===== src/rtl/gate_direction_decoder_pkg.sv =====
// gate_direction_decoder_pkg: shared FSM state encoding, sensor patterns and clock rate for the gate lane
package gate_direction_decoder_pkg;

    // Passage FSM states, 3-bit encoding
    typedef enum logic [2:0] {
        IDLE       = 3'd0,
        IN1        = 3'd1,
        IN2        = 3'd2,
        IN3        = 3'd3,
        OUT1       = 3'd4,
        OUT2       = 3'd5,
        OUT3       = 3'd6,
        WAIT_CLEAR = 3'd7
    } state_t;

    // Sensor pair read as {outer, inner}
    localparam logic [1:0] CLR   = 2'b00;
    localparam logic [1:0] OUTER = 2'b10;
    localparam logic [1:0] BOTH  = 2'b11;
    localparam logic [1:0] INNER = 2'b01;

    // System clock, shared with the sensor debouncers
    localparam int CLK_HZ = 40_000_000;

endpackage


===== src/rtl/gate_direction_decoder_timeout_timer.sv =====
// timeout_timer: clear-on-restart hold counter raising expired once CYCLES cycles have been held
// Ports: clk, reset (async active-low), clear (restart count), expired (count == CYCLES-1)
module timeout_timer #(
    parameter int CYCLES = 80_000_000
) (
    input  logic clk,
    input  logic reset,
    input  logic clear,
    output logic expired
);
    localparam int W = (CYCLES > 1) ? $clog2(CYCLES) : 1;

    logic [W-1:0] cnt;

    assign expired = cnt == W'(CYCLES - 1);

    always_ff @(posedge clk or negedge reset) begin
        if (!reset) cnt <= '0;
        else        cnt <= (clear || expired) ? '0 : cnt + 1'b1;
    end
endmodule


===== src/rtl/gate_direction_decoder.sv =====
// gate_direction_decoder: turns debounced outer/inner beam sensors into entry/exit/fault events and tracks occupancy
// Ports: clk, reset (async active-low), sensor_outer/sensor_inner (1 = blocked),
//        entry_pulse/exit_pulse/fault_pulse (one-cycle, registered), occupancy, full, empty
module gate_direction_decoder
    import gate_direction_decoder_pkg::*;
#(
    parameter int CAPACITY       = 16,
    parameter int TIMEOUT_CYCLES = 80_000_000,
    parameter int CNT_W          = $clog2(CAPACITY + 1)
) (
    input  logic             clk,
    input  logic             reset,
    input  logic             sensor_outer,
    input  logic             sensor_inner,
    output logic             entry_pulse,
    output logic             exit_pulse,
    output logic             fault_pulse,
    output logic [CNT_W-1:0] occupancy,
    output logic             full,
    output logic             empty
);
    state_t           state, nxt, nxt_state;
    logic [1:0]       s;
    logic             ill, ent, ext, mid, to, bad, ent_ok, ext_ok, flt, clear, expired;
    logic [CNT_W-1:0] occ_nxt;

    always_comb begin
        s   = {sensor_outer, sensor_inner};
        nxt = state;
        ill = 1'b0;
        ent = 1'b0;
        ext = 1'b0;
        unique case (state)
            IDLE: begin
                nxt = s == OUTER ? IN1 : s == INNER ? OUT1 : IDLE;
                ill = s == BOTH;
            end
            IN1: begin
                nxt = s == BOTH ? IN2 : s == CLR ? IDLE : IN1;
                ill = s == INNER;
            end
            IN2: begin
                nxt = s == INNER ? IN3 : s == OUTER ? IN1 : IN2;
                ill = s == CLR;
            end
            IN3: begin
                nxt = s == CLR ? IDLE : s == BOTH ? IN2 : IN3;
                ill = s == OUTER;
                ent = s == CLR;
            end
            OUT1: begin
                nxt = s == BOTH ? OUT2 : s == CLR ? IDLE : OUT1;
                ill = s == OUTER;
            end
            OUT2: begin
                nxt = s == OUTER ? OUT3 : s == INNER ? OUT1 : OUT2;
                ill = s == CLR;
            end
            OUT3: begin
                nxt = s == CLR ? IDLE : s == BOTH ? OUT2 : OUT3;
                ill = s == INNER;
                ext = s == CLR;
            end
            default: nxt = s == CLR ? IDLE : WAIT_CLEAR;
        endcase
        // Only mid-passage states are timed; WAIT_CLEAR waits indefinitely
        mid       = state != IDLE && state != WAIT_CLEAR;
        to        = mid && expired;
        bad       = ill || to;
        nxt_state = bad ? WAIT_CLEAR : nxt;
        ent_ok    = ent && !bad && !full;
        ext_ok    = ext && !bad && !empty;
        // A completed passage that would overflow/underflow is reported as a fault instead
        flt       = bad || (ent && full) || (ext && empty);
        occ_nxt   = ent_ok ? occupancy + 1'b1 : ext_ok ? occupancy - 1'b1 : occupancy;
        clear     = !mid || nxt_state != state;
    end

    timeout_timer #(.CYCLES(TIMEOUT_CYCLES)) u_timer (
        .clk     (clk),
        .reset   (reset),
        .clear   (clear),
        .expired (expired)
    );

    always_ff @(posedge clk or negedge reset) begin
        if (!reset) begin
            state       <= IDLE;
            entry_pulse <= 1'b0;
            exit_pulse  <= 1'b0;
            fault_pulse <= 1'b0;
            occupancy   <= '0;
            full        <= 1'b0;
            empty       <= 1'b1;
        end else begin
            state       <= nxt_state;
            entry_pulse <= ent_ok;
            exit_pulse  <= ext_ok;
            fault_pulse <= flt;
            occupancy   <= occ_nxt;
            full        <= occ_nxt == CNT_W'(CAPACITY);
            empty       <= occ_nxt == '0;
        end
    end
endmodule


===== config.mk =====
export PLATFORM = sky130hd
export DESIGN_NAME = gate_direction_decoder
export DESIGN_NICKNAME = d
export VERILOG_FILES = /design/src/rtl/gate_direction_decoder_pkg.sv /design/src/rtl/gate_direction_decoder_timeout_timer.sv /design/src/rtl/gate_direction_decoder.sv
export SDC_FILE = /design/constraint.sdc
export NUM_CORES = 1
export LEC_CHECK = 0
export ABC_CLOCK_PERIOD_IN_PS = 4850
export BUFFER_PORTS_ARGS = -buffer_cell sky130_fd_sc_hd__clkbuf_2
export CAP_MARGIN = 20
export CORE_ASPECT_RATIO = 1.4
export CORE_UTILIZATION = 33
export DETAILED_ROUTE_END_ITERATION = 16
export PLACE_DENSITY = 0.47
export SLEW_MARGIN = 15
export SYNTH_ARGS = -nofsm -noshare
export SYNTH_HDL_FRONTEND = slang
export SYNTH_HIERARCHICAL = 1
export SYNTH_SLANG_ARGS = --single-unit

===== constraint.sdc =====
create_clock -name clk -period 4.85 [get_ports clk]
set_input_delay 0.7275 -clock clk [delete_from_list [all_inputs] [get_ports clk]]
set_output_delay 0.7275 -clock clk [all_outputs]
set_load 0.005 [all_outputs]

## After elaboration in Yosys (flattened, before gate mapping)

Index checks and enable logic that the tools add are counted.

| storage, ports and cells | value |
|---|---|
| register bits after elaboration | 40 |
| bits in latches | 0 |
| bits in writable memories | 0 |
| bits in read-only memories | 0 |
| bits of input ports | 4 |
| output and inout bits | 10 |
| logic and storage cells | 71 |
| memories | 0 |

| cells by class | value |
|---|---|
| add/subtract/negate cells | 3 |
| $mul | 0 |
| divide/modulo/power cells | 0 |
| order comparisons | 0 |
| equality and inequality tests | 13 |
| shift operators | 0 |
| muxes and demuxes | 23 |
| bitwise operators | 0 |
| reductions and logical operators | 24 |

Operators by type and width:

| cell | count |
|---|---|
| $add A27 B1 Y27 const B | 1 |
| $eq A27 B27 Y1 const B | 1 |
| $mux W27 | 1 |
| $mux W3 | 7 |
| $pmux W3 S7 | 1 |
| $mux W2 | 6 |
| $mux W5 | 2 |
| $eq A3 B3 Y1 const B | 3 |
| $logic_and A1 B1 Y1 | 8 |
| $eq A3 B2 Y1 const B | 2 |
| $reduce_or A2 Y1 | 3 |
| $add A5 B1 Y5 const B | 1 |
| $eq A5 B5 Y1 const B | 1 |
| $logic_not A5 Y1 | 1 |
| $logic_or A1 B1 Y1 | 5 |
| $mux W1 | 5 |
| $sub A5 B1 Y5 const B | 1 |
| $eq A2 B2 Y1 const B | 2 |
| $logic_not A1 Y1 | 4 |
| $pmux W1 S4 | 1 |
| $eq A3 B1 Y1 const B | 1 |
| $logic_not A3 Y1 | 1 |
| $ne A3 B3 Y1 | 1 |
| $ne A3 B3 Y1 const B | 1 |
| 3 further kinds | 3 |

## Depth between registers and ports, before layout

| logic depth | value |
|---|---|
| word-level depth | 10 |
| gate-level depth with buffers | 16 |
| depth with buffers taken out | 13 |

## By module

Netlist, hierarchy kept.

Modules (own cells, without submodules):

| module | times used | cells each | area an instance (um2) | sequential area each (um2) |
|---|---|---|---|---|
| timeout_timer | 1 | 159 | 1490.2 | 675.6 |
| gate_direction_decoder | 1 | 120 | 1024.7 | 326.6 |

## Least setup slack after synthesis

OpenSTA, ideal clock, no wires.

| timing | value |
|---|---|
| kind | reg2reg |
| from | reg u_timer.cnt[0] |
| to | reg u_timer.cnt[11] |
| library setup time | 0.122 ns |
| data arrival time | 3.009 ns |
| required time | 4.728 ns |
| path slack | 1.719 ns |
| cell stages (with the launch flop) | 17 |
| path buffers | 3 |
| clock period less this slack | 3.131 ns |
| path through | dfrtp_1 > ha_1 > nand4_1 > or2_1 > buf_2 > nor3_1 > inv_1 > a31oi_1 > a211o_1 > and2_4 > a21oi_1 > o221ai_1 > buf_1 > inv_1 > o31ai_4 > buf_2 > nor2_1 |

| between the ends | value |
|---|---|
| longest elaborated chain between the ends | 8 |
| elaborated cells on any way between the ends | 9 |
| classes of those cells | add/sub: 1; eq/ne: 2; mux: 2; reduce/logical: 4 |

Ends and longest elaborated chain:

| what | RTL line | RTL |
|---|---|---|
| start: declaration | gate_direction_decoder_timeout_timer.sv:13 | `logic [W-1:0] cnt;` |
| start signal: assignment | gate_direction_decoder_timeout_timer.sv:19 | `else cnt <= (clear \|\| expired) ? '0 : cnt + 1'b1;` |
| $eq A27 B27 Y1 | gate_direction_decoder_timeout_timer.sv:15 | `assign expired = cnt == W'(CYCLES - 1);` |
| named net expired | gate_direction_decoder.sv:24 | `logic ill, ent, ext, mid, to, bad, ent_ok, ext_ok, flt, clear, expired;` |
| $logic_and A1 B1 Y1 | gate_direction_decoder.sv:68 | `to = mid && expired;` |
| $logic_or A1 B1 Y1 | gate_direction_decoder.sv:69 | `bad = ill \|\| to;` |
| $mux W3 | gate_direction_decoder.sv:70 | `nxt_state = bad ? WAIT_CLEAR : nxt;` |
| $ne A3 B3 Y1 | gate_direction_decoder.sv:76 | `clear = !mid \|\| nxt_state != state;` |
| $logic_or A1 B1 Y1 | gate_direction_decoder.sv:76 |  |
| named net clear | gate_direction_decoder.sv:24 |  |
| $logic_or A1 B1 Y1 | gate_direction_decoder_timeout_timer.sv:19 |  |
| $mux W27 | gate_direction_decoder_timeout_timer.sv:19 |  |

The timed path passes the listed nets, and every way through them passes these cells.

## Worst setup path in the final report

Ends and elaborated chain as after synthesis.

==> results.py <==
metrics = {
    "status": {
        "status": "complete, no violations",
    },
    "drt": {
        "top_layer_used": "met4",
        "drt_iter0_markers": 117,
        "drc": 0,
        "totalWireLength_um": 6160,
        "via_per_inst": 5.62,
        "post_drt_wl_per_cell_um": 16.0,
        "wl_met3_um": 159,
        "met2_wirelength_um": 3240,
        "antenna_left": 0,
        "drt-met1-wl_um": 2530,
        "firstDrtPassIters": 4,
        "dr_total_vias": 2168,
    },
    "clock_tree": {
        "clk_pin_slew_ns": 0.08,
        "clock_path_buffers": 2,
        "cts_tree": "yes",
        "cts_resized": 0,
        "ctsRootBufferMaster": "clkbuf_8",
        "cts_buffers": 5,
        "post_cts_buffers": 0,
        "cts.sinks": 40,
        "clock_latency_ns": 0.30,
        "postCtsHoldBufs": 0,
        "cts_htree_levels": 2,
    },
    "synthesis": {
        "ys.flop_type": "dfrtp_1",
        "synth_top_area_frac": 0.388,
        "yosysTopAreaCell": "dfrtp_1",
        "synthDistinctLibCells": 58,
        "seq_area_frac_synth": 0.399,
        "synthCells": 279,
        "avgSynthCellArea_um2": 9.01,
        "ys_ff_latch": 40,
        "async_reset_ff_frac": 1.00,
        "syn-num-nets": 291,
        "synthTopCellsByArea": "dfrtp_1 (39%), ha_1 (4.0%), a21oi_1 (3.6%)",
        "yosysWarnings": 6,
        "syn_area_mm2": 0.00251,
        "synth_edf_count": 0,
    },
    "worst_setup_path": {
        "timing.critical_path.to": "u_timer/cnt[11]",
        "worst_setup_path_end_kind": "register",
        "critPathLaunch": "u_timer/cnt[0]",
        "cp_data_required_time_ns": 5.00,
        "cpLargestDelayFamily": "simple AND/OR/NAND/NOR gates",
        "rrSetupSlack_ns": 1.09,
        "path_cells": "ha_1 > nand4_1 > or2_1 > nor3_1 > inv_1 > a31oi_1 > a211o_1 > and2_4 > a21oi_1 > o221ai_1 > inv_1 > o31ai_4 > nor2_1",
        "timing.rr.end": "u_timer/cnt[11]",
        "critPathArrivalTime_ns": 3.91,
        "crit_top_cell": "inv_1",
        "reg2reg_depth": 13,
        "r2r_start": "u_timer/cnt[0]",
        "cp_num_buf_inv": 2,
        "cpPeakStageDelay_ns": 0.59,
        "crit_path_start_kind": "register",
        "cp_max_fo": 18,
        "slowest_stage": "o221ai_1",
        "cp.depth": 13,
        "worstSetupPathType": "register to register",
    },
    "job": {
        "maxCapViolCount": 0,
    },
    "sta": {
        "fin_setup_tns_ns": 0,
        "slew_viol_final": 0,
        "grt_setup_unrepaired": "false",
        "fmaxAchievable_mhz": 266,
        "post-route-min-period_ns": 3.76,
        "hold_violations": 0,
        "final.period_utilization": 0.775,
        "worst_slew_pin_slew_ns": 0.925,
        "relSlewSlack": 0.383,
        "skew_ns": 0.0135,
        "setup_viol_count_final": 0,
    },
    "final_layout": {
        "drive_above_1_share": 0.121,
        "finalInstanceArea_mm2": 0.00276,
        "multi_input_comb_area_mm2": 0.00141,
        "instances_no_fill": 386,
        "area_growth_pct": 9.60,
        "antenna_cells": 0,
        "postLayoutCoreUtil": 0.374,
        "layout_common_cells": "dfrtp_1 (39), nor2_1 (23), nand2_1 (19), a21oi_1 (18), o21ai_0 (16)",
        "final_common_cell": "dfrtp_1",
        "fill_cells": 752,
        "seq_area_mm2": 0.00100,
        "nNetsFinal": 300,
    },
    "power": {
        "clkPwrFrac": 0.218,
        "peakVddDrop_v": 0.000222,
        "power.net_switching_uw": 537,
        "p_sw_frac": 0.424,
        "combPwrFrac": 0.401,
        "seq_power_share": 0.381,
        "p_int_uw": 728,
        "p_leak_uw": 0.00109,
        "power.density_mw_per_mm2": 459,
        "finalPower_uw": 1260,
    },
    "global_route": {
        "grt_max_degree": 41,
        "grt-ovfl-total": 0,
        "grt_pass1_wl_um": 10800,
        "grt.total_usage": 0.178,
        "antenna_found_initial": 0,
        "grt_pass1_vias": 2222,
    },
    "floorplan": {
        "die_w_um": 75.8,
        "die_y_um": 105,
        "start_util": 0.342,
        "boundaryPins": 14,
        "fp.coreArea_mm2": 0.00736,
        "rows": 37,
        "die_area_mm2": 0.00798,
    },
    "worst_hold_path": {
        "hold_path_class": "register to register",
        "hold_path.startpoint": "u_timer/cnt[0]",
    },
    "placed_design": {
        "port-buffer-count": 13,
        "place.gp.congestion": 0.796,
        "post-dp-hpwl_um": 4530,
        "place_inst": 378,
        "placed_cell_area_mm2": 0.00265,
    },
}
==> per-layer routing <==
| metal | global-route usage | up-vias |
|---|---|---|
| li1 | - | 1054 |
| met1 | 0.208 | 1053 |
| met2 | 0.305 | 42 |
| met3 | 0.0287 | 19 |
| met4 | 0.0833 | 0 |
| met5 | 0 | - |
==> metrics by stage <==
stage                     hold WS, ns  setup slack, ns
after global routing            0.532            0.607
after global placement          0.472             1.21
after floorplan                 0.432             1.72
final                           0.497             1.09
after CTS                       0.496             1.07
after detailed placement        0.484             1.07
==> power by group through the flow <==
stage	registers [uW]	logic (uW)	clock network [uW]
4_1_cts	483	509	289
5_1_grt	499	567	301
3_3_place_gp	492	502	0
2_1_floorplan	438	423	0
6_report	481	507	276
3_5_place_dp	490	507	0
==> how the worst min path moves through the flow <==
stage                endpoint  slack, ns  cells after the start
2_1_floorplan     entry_pulse       0.43                      0
3_3_place_gp   u_timer/cnt[0]       0.47                      1
3_5_place_dp   u_timer/cnt[0]       0.48                      1
4_1_cts        u_timer/cnt[0]       0.50                      1
5_1_grt        u_timer/cnt[0]       0.53                      1
6_report       u_timer/cnt[0]       0.50                      1
==> state kept, by name (all words and copies together), names as in the netlist <==
register,count
full,1
state,3
empty,1
fault_pulse,1
occupancy,5
u_timer/cnt,27
exit_pulse,1
entry_pulse,1
==> Yosys cell counts, drive strengths merged, types with 4 or more instances <==
library cell,number
a21oi,19
and2,6
buf,9
dfrtp,39
ha,8
inv,13
nand2,19
nand3,14
nand4,10
nor2,24
nor3,6
nor4,9
o21ai,16
o31ai,7
or2,4
or3,9
or4,7
xnor2,9
xor2,5
==> cells by family after synthesis <==
group | Yosys count | synth area share
mux | 3 | 0.0124
compound gates | 65 | 0.170
xor+xnor | 14 | 0.0488
buf+inv | 24 | 0.0418
flops | 40 | 0.399
fa+ha+maj | 8 | 0.0398
simple gates | 125 | 0.289
==> layout make-up <==
| class | count | area share |
|---|---|---|
| multi-input cells | 215 | 0.511 |
| clock inverters | 3 | 0.0154 |
| repair buffers | 13 | 0.0236 |
| flip-flops and latches | 40 | 0.364 |
| clock buffers | 5 | 0.0250 |
| inverters | 13 | 0.0177 |
| well taps | 97 | 0.0440 |
Note: power is estimated with default switching activity, not from simulation.
